File: src/rtl/ecg_pkg.sv
// Shared definitions for the ECG front-end blocks.
//   ECG_DATA_W   : default width of the unsigned feature stream
//   qrs_state_t  : QRS detector states
package ecg_pkg;

  localparam int unsigned ECG_DATA_W = 16;

  typedef enum logic [1:0] {
    SEARCH  = 2'd0,
    TRACK   = 2'd1,
    REFRACT = 2'd2
  } qrs_state_t;

endpackage

File: src/rtl/qrs_peak_estimator.sv
// Running R-peak amplitude estimate and the detection threshold derived from it.
// Optional decay of the estimate during long silent stretches is built only when
// QRS_DECAY_EN is defined.
//   clock, reset   : system clock, synchronous active-high reset
//   in_search      : detector is in SEARCH           (QRS_DECAY_EN only)
//   quiet_sample   : SEARCH sample that did not trigger (QRS_DECAY_EN only)
//   confirm        : a peak is confirmed this clock
//   peak_in        : amplitude of the confirmed peak
//   threshold      : registered max(pk_est/2, THR_MIN)
module qrs_peak_estimator #(
  parameter int unsigned DATA_W        = 16,
  parameter int unsigned INIT_PEAK     = 1024,
`ifdef QRS_DECAY_EN
  parameter int unsigned DECAY_SAMPLES = 500,
`endif
  parameter int unsigned THR_MIN       = 64
) (
  input  logic              clock,
  input  logic              reset,
`ifdef QRS_DECAY_EN
  input  logic              in_search,
  input  logic              quiet_sample,
`endif
  input  logic              confirm,
  input  logic [DATA_W-1:0] peak_in,
  output logic [DATA_W-1:0] threshold
);

  localparam logic [DATA_W-1:0] PK_RESET  = DATA_W'(INIT_PEAK);
  localparam logic [DATA_W-1:0] THR_FLOOR = DATA_W'(THR_MIN);
  localparam logic [DATA_W-1:0] THR_RESET =
    ((INIT_PEAK >> 1) > THR_MIN) ? DATA_W'(INIT_PEAK >> 1) : THR_FLOOR;

  logic [DATA_W-1:0] pk_est;
  logic [DATA_W:0]   pk_wide;
  logic [DATA_W:0]   ema_wide;
  logic [DATA_W-1:0] ema_next;
  logic [DATA_W-1:0] pk_half;

  // 7/8 old estimate + 1/8 new peak, one bit of headroom for the intermediate sum
  always_comb begin
    pk_wide  = {1'b0, pk_est};
    ema_wide = pk_wide - (pk_wide >> 3) + ({1'b0, peak_in} >> 3);
    ema_next = ema_wide[DATA_W] ? '1 : ema_wide[DATA_W-1:0];
    pk_half  = pk_est >> 1;
  end

`ifdef QRS_DECAY_EN
  localparam int unsigned SILENT_W = $clog2(DECAY_SAMPLES + 1);

  logic [SILENT_W-1:0] silent_cnt;
  logic                decay_hit;

  always_comb begin
    decay_hit = quiet_sample && (silent_cnt == SILENT_W'(DECAY_SAMPLES - 1));
  end

  always_ff @(posedge clock) begin
    if (reset || !in_search) begin
      silent_cnt <= '0;
    end else if (decay_hit) begin
      silent_cnt <= '0;
    end else if (quiet_sample) begin
      silent_cnt <= silent_cnt + SILENT_W'(1);
    end
  end
`endif

  always_ff @(posedge clock) begin
    if (reset) begin
      pk_est <= PK_RESET;
    end else if (confirm) begin
      pk_est <= ema_next;
`ifdef QRS_DECAY_EN
    end else if (decay_hit) begin
      pk_est <= pk_est - (pk_est >> 2);
`endif
    end
  end

  // Lags pk_est by one clock; samples are at least two clocks apart, so the
  // next comparison always sees the updated value.
  always_ff @(posedge clock) begin
    if (reset) begin
      threshold <= THR_RESET;
    end else begin
      threshold <= (pk_half > THR_FLOOR) ? pk_half : THR_FLOOR;
    end
  end

endmodule

File: src/rtl/qrs_peak_detector.sv
// R-peak detector on the unsigned QRS-energy feature stream. Emits a one-clock
// heartbeat_detect pulse per confirmed peak, using an adaptive threshold, a
// refractory window and a forced confirm on overlong QRS complexes.
// Build option: define QRS_DECAY_EN to decay the peak estimate after
// DECAY_SAMPLES silent samples in SEARCH.
//   clock, reset     : system clock, synchronous active-high reset
//   sample           : one-clock strobe, feature valid (>= 2 clocks apart)
//   feature          : unsigned feature value
//   heartbeat_detect : one-clock pulse, clock after the confirming sample
//   peak_value       : amplitude of last confirmed peak
//   threshold        : current detection threshold
//   in_refractory    : high while in REFRACT
module qrs_peak_detector
  import ecg_pkg::*;
#(
  parameter int unsigned DATA_W          = ECG_DATA_W,
  parameter int unsigned INIT_PEAK       = 1024,
  parameter int unsigned THR_MIN         = 64,
  parameter int unsigned REFRACT_SAMPLES = 50,
`ifdef QRS_DECAY_EN
  parameter int unsigned DECAY_SAMPLES   = 500,
`endif
  parameter int unsigned MAX_QRS         = 16
) (
  input  logic              clock,
  input  logic              reset,
  input  logic              sample,
  input  logic [DATA_W-1:0] feature,
  output logic              heartbeat_detect,
  output logic [DATA_W-1:0] peak_value,
  output logic [DATA_W-1:0] threshold,
  output logic              in_refractory
);

  localparam int unsigned QRS_W  = $clog2(MAX_QRS + 1);
  localparam int unsigned REFR_W = $clog2(REFRACT_SAMPLES + 1);

  qrs_state_t        state;
  qrs_state_t        state_next;
  logic [DATA_W-1:0] max_val;
  logic [DATA_W-1:0] track_max;
  logic [QRS_W-1:0]  qrs_cnt;
  logic [QRS_W-1:0]  qrs_cnt_inc;
  logic [REFR_W-1:0] refr_cnt;
  logic              above_thr;
  logic              rising;
  logic              dropped;
  logic              confirm;
  logic              refr_done;
  logic              hb_q;

  // Candidate evaluation; rising and dropped are mutually exclusive
  always_comb begin
    above_thr   = feature > threshold;
    rising      = feature > max_val;
    dropped     = feature <= (max_val - (max_val >> 2));
    track_max   = rising ? feature : max_val;
    qrs_cnt_inc = qrs_cnt + QRS_W'(1);
    confirm     = sample && (state == TRACK) &&
                  (dropped || (qrs_cnt_inc == QRS_W'(MAX_QRS)));
    refr_done   = refr_cnt == REFR_W'(1);
  end

  always_ff @(posedge clock) begin
    if (reset) begin
      state <= SEARCH;
    end else begin
      state <= state_next;
    end
  end

  always_comb begin
    state_next = state;
    if (sample) begin
      case (state)
        SEARCH:  if (above_thr) state_next = TRACK;
        TRACK:   if (confirm)   state_next = REFRACT;
        REFRACT: if (refr_done) state_next = SEARCH;
        default:                state_next = SEARCH;
      endcase
    end
  end

  always_comb begin
    in_refractory    = (state == REFRACT);
    heartbeat_detect = hb_q;
  end

  always_ff @(posedge clock) begin
    if (reset) begin
      max_val    <= '0;
      qrs_cnt    <= '0;
      refr_cnt   <= '0;
      peak_value <= '0;
      hb_q       <= 1'b0;
    end else begin
      hb_q <= confirm;
      if (sample) begin
        case (state)
          SEARCH: begin
            if (above_thr) begin
              max_val <= feature;
              qrs_cnt <= QRS_W'(1);
            end
          end
          TRACK: begin
            max_val <= track_max;
            if (confirm) begin
              peak_value <= track_max;
              refr_cnt   <= REFR_W'(REFRACT_SAMPLES);
              qrs_cnt    <= '0;
            end else begin
              qrs_cnt <= qrs_cnt_inc;
            end
          end
          REFRACT: begin
            refr_cnt <= refr_cnt - REFR_W'(1);
          end
          default: begin
            qrs_cnt <= '0;
          end
        endcase
      end
    end
  end

  qrs_peak_estimator #(
    .DATA_W        (DATA_W),
    .INIT_PEAK     (INIT_PEAK),
`ifdef QRS_DECAY_EN
    .DECAY_SAMPLES (DECAY_SAMPLES),
`endif
    .THR_MIN       (THR_MIN)
  ) u_estimator (
    .clock        (clock),
    .reset        (reset),
`ifdef QRS_DECAY_EN
    .in_search    (state == SEARCH),
    .quiet_sample (sample && (state == SEARCH) && !above_thr),
`endif
    .confirm      (confirm),
    .peak_in      (track_max),
    .threshold    (threshold)
  );

endmodule

File: config.mk
export PLATFORM = sky130hd
export DESIGN_NAME = qrs_peak_detector
export DESIGN_NICKNAME = d
export VERILOG_FILES = /design/src/rtl/ecg_pkg.sv /design/src/rtl/qrs_peak_estimator.sv /design/src/rtl/qrs_peak_detector.sv
export SDC_FILE = /design/constraint.sdc
export NUM_CORES = 1
export LEC_CHECK = 0
export CELL_PAD_IN_SITES_DETAIL_PLACEMENT = 1
export CELL_PAD_IN_SITES_GLOBAL_PLACEMENT = 2
export CORE_ASPECT_RATIO = 0.6
export CORE_UTILIZATION = 39
export DETAILED_ROUTE_END_ITERATION = 12
export GPL_TIMING_DRIVEN = 0
export PLACE_DENSITY = 0.95
export SKIP_LAST_GASP = 1
export SLEW_MARGIN = 10
export SYNTH_ARGS = -nofsm -noshare
export SYNTH_HDL_FRONTEND = slang
export SYNTH_SLANG_ARGS = --single-unit
File: constraint.sdc
create_clock -name clock -period 18.75 [get_ports clock]
set_clock_uncertainty 0.15 [all_clocks]
set_input_delay 3.75 -clock clock [delete_from_list [all_inputs] [get_ports clock]]
set_output_delay 3.75 -clock clock [all_outputs]
set_load 0.05 [all_outputs]
==> impl_metrics.csv <==
group,metric,value,unit
timing,timing.setup.tns,0,ns
synth,synth_area,6130,sq um
finish,final_nets,884,
synth,syn_inst,706,
global_routing,grt_util_all_layers,0.244,
synth,synth_flop_cell,"dfxtp_1",
floorplanning,dieArea,16200,sq um
finish,final_area,7140,sq um
timing,holdWs,0.355,ns
clocking,cts_setup_buffers,0,
synth,ys_warn_count,0,
global_routing,grt_max_degree,12,
setup_path,crit_required,18.84,ns
routing,drt_pass1_iterations,5,
timing,final_hold_viol_count,0,
timing,finalCritPeriodShare,0.526,
floorplanning,die_y,99.1,um
setup_path,startpoint_type,"primary input",
floorplanning,core_area,15300,sq um
finish,drive_gt1_frac,0.0739,
timing,tightest_slew,0.919,ns
clocking,cts_tree,"done",
run_status,status,"finished, final reports clean",
clocking,numClockSinks,77,
finish,diodes,0,
routing,first_iter_violations,236,
timing,rsz0062_at_grt,"no",
floorplanning,die_w,164,um
timing,report.final.slew_viol_count,0,
routing,vias,5371,
synth,synth_nets,822,
synth,syn_area_per_cell,8.68,sq um
synth,synth-edff-count,0,
timing,slew_headroom,0.387,
place,io_buffers,51,
global_routing,grt_pass1_vias,5660,
clocking,clock_path_buffers,2,
finish,seqCellArea,1540,sq um
place,dp_hpwl,15700,um
clocking,clk_latency,0.33,ns
clocking,hold_buffers,0,
finish,fin_util,0.466,
floorplanning,initial_utilization,0.400,
power_and_ir_drop,p_leak,2.97,nW
global_routing,grt_overflow_total,0,
finish,area_delta_synth_final,16.5,%
power_and_ir_drop,pwr_density_cell,131,nW/um^2
timing,max_freq,101,MHz
clocking,htreeDepth,3,
routing,antenna_left,0,
setup_path,cp_max_fo,10,
setup_path,arrival,9.94,ns
timing,period_needed,9.85,ns
finish,fin_cells,974,
synth,ys_types,65,
hold_path,min_path_type,"reg -> reg",
place,place_inst,960,
clocking,cts_made_buffers,9,
clocking,post_cts_resize_count,0,
routing,drt_wl_total,18800,um
routing,viasPerCell,5.51,
clocking,clkTransAtPathRegs,0.06,ns
finish,multi_input_area,4140,sq um
synth,synth_seq_cells,77,
synth,synthArstFlopShare,0,
finish,fillCellCount,1826,
global_routing,grt_pass1_wl,30400,um
floorplanning,rows,35,
routing,drcViolationCount,0,
place,placed_area,6890,sq um
job,drv_cap,0,
power_and_ir_drop,peakVddDrop,0.0542,mV
setup_path,crit_type,"in -> reg",
routing,routedWlPerCell,19.3,um
timing,setup_viol,0,
floorplanning,pin_count,53,
global_routing,antenna_found_initial,3,
setup_path,crit_path_end_kind,"flop",
clocking,clock-root-buffer,"clkbuf_16",
place,gp_congestion,0.907,
synth,ys_seq_area_frac,0.252,
-- layout make-up --
| class | count | share of cell area |
|---|---|---|
| inverters | 77 | 0.0405 |
| well taps | 203 | 0.0356 |
| flip-flops and latches | 77 | 0.216 |
| multi-input cells | 531 | 0.580 |
| plain buffers | 21 | 0.0219 |
| clock buffers | 11 | 0.0326 |
| clock inverters | 3 | 0.00210 |
| repair buffers | 51 | 0.0715 |
-- critical path: stages --
cell	delay (ns)
clkdlybuf4s50_1	0.61
ha_1	0.41
nand4_1	0.07
or2_2	0.29
nor2_1	0.16
a2111oi_0	0.14
a21oi_2	0.51
buf_2	0.41
mux2i_1	0.31
inv_1	0.09
fa_1	0.50
fa_1	0.50
a211oi_1	0.39
o211ai_1	0.14
and2_1	0.23
a21oi_1	0.26
o21ai_0	0.22
and2_1	0.24
o21a_4	0.28
buf_8	0.17
a211oi_1	0.22
-- where the power goes --
part / total [W] / switching (W) / internal [W] / leakage, nW
Sequential: 0.000215 / 0.0000274 / 0.000188 / 0.627
Combinational: 0.000566 / 0.000337 / 0.000229 / 2.22
Clock: 0.000152 / 0.0000648 / 0.0000875 / 0.125
-- cell usage after synthesis, drive strengths merged, types with 6 or more instances --
cell type,n,area [sq um]
nor2,70,263
xnor2,15,131
nand3,12,60.1
clkbuf,9,33.8
mux2i,32,320
ha,83,1040
xor2,15,131
dfxtp,77,1540
nor2b,8,50.1
nand2b,8,50.1
inv,77,289
a211oi,35,353
fa,14,280
nor4,6,37.5
o21a,8,67.6
nand2,53,199
o21ai,21,105
o21bai,7,52.6
a21o,13,97.6
nor3,6,30.0
buf,12,123
a21oi,34,174
and2,14,87.6
nand4,11,68.8
-- path summary, 6_finish.rpt --
check / start / slack (ns) / cells after the start / endpoint
min reg2reg: max_val[15] / 0.35 / 2 / max_val[15]
max: feature[15] / 8.90 / 21 / u_estimator.pk_est[9]
min: max_val[15] / 0.35 / 2 / max_val[15]
max reg2reg: max_val[14] / 12.42 / 21 / u_estimator.pk_est[9]
-- through the flow --
step / total power [W] / setup WS, ns
floorplan: 0.000629 / 10.25
global placement: 0.000752 / 8.78
detailed placement: 0.000780 / 8.62
CTS: 0.000937 / 8.92
global route: 0.00101 / 8.60
finish: 0.000933 / 8.90
-- flip-flops by register name (all words and copies together) (netlist names) --
register	cells
heartbeat_detect	1
u_estimator.threshold	15
refr_cnt	6
u_estimator.pk_est	16
state	2
qrs_cnt	5
peak_value	16
max_val	16
-- kinds of logic (layout without fill, tap and decap cells) --
kind of cell    Yosys count  count (layout)  synth area share
compound gates          160             160             0.196
xor+xnor                 30              30            0.0429
fa+ha+maj                97              97             0.215
buf+inv                  98             163            0.0727
flops                    77              77             0.252
mux                      32              32            0.0523
other cells               1               1          0.000612
simple gates            211             211             0.168
-- layer usage --
metal | part of all wire | global-route usage | wire length, um | up-vias
met5 | 0 | 0 | 0 | -
li1 | - | - | - | 2605
met2 | 0.43 | 0.379 | 8130 | 110
met1 | 0.50 | 0.353 | 9340 | 2641
met4 | 0.0079 | 0.0413 | 148 | 0
met3 | 0.063 | 0.0467 | 1180 | 15
-- cells in the final DEF, fill, tap and decap left out, types with 4 or more instances in the layout --
cell type,Yosys,routed
fa_1,14,14
a21oi_1,33,33
clkbuf_16,0,9
ha_1,83,83
nand3_1,12,12
or2_2,5,5
a21o_1,13,13
and2_1,14,14
nor4_1,6,6
xor2_1,15,15
clkdlybuf4s50_1,0,51
nor2_1,70,70
nor3_1,6,6
nand2b_1,8,8
o21bai_1,7,7
nor2b_1,8,8
o211ai_1,4,4
dfxtp_1,77,77
o21ai_0,18,18
a211oi_2,18,18
inv_1,76,76
o21a_1,7,7
nand2_1,53,53
nor4b_1,4,4
buf_6,5,5
a211oi_1,17,17
a31oi_1,5,5
mux2i_1,32,32
nand4_1,11,11
a21boi_0,5,5
clkbuf_1,9,11
xnor2_1,15,15
(Power assumes the default switching activity.)
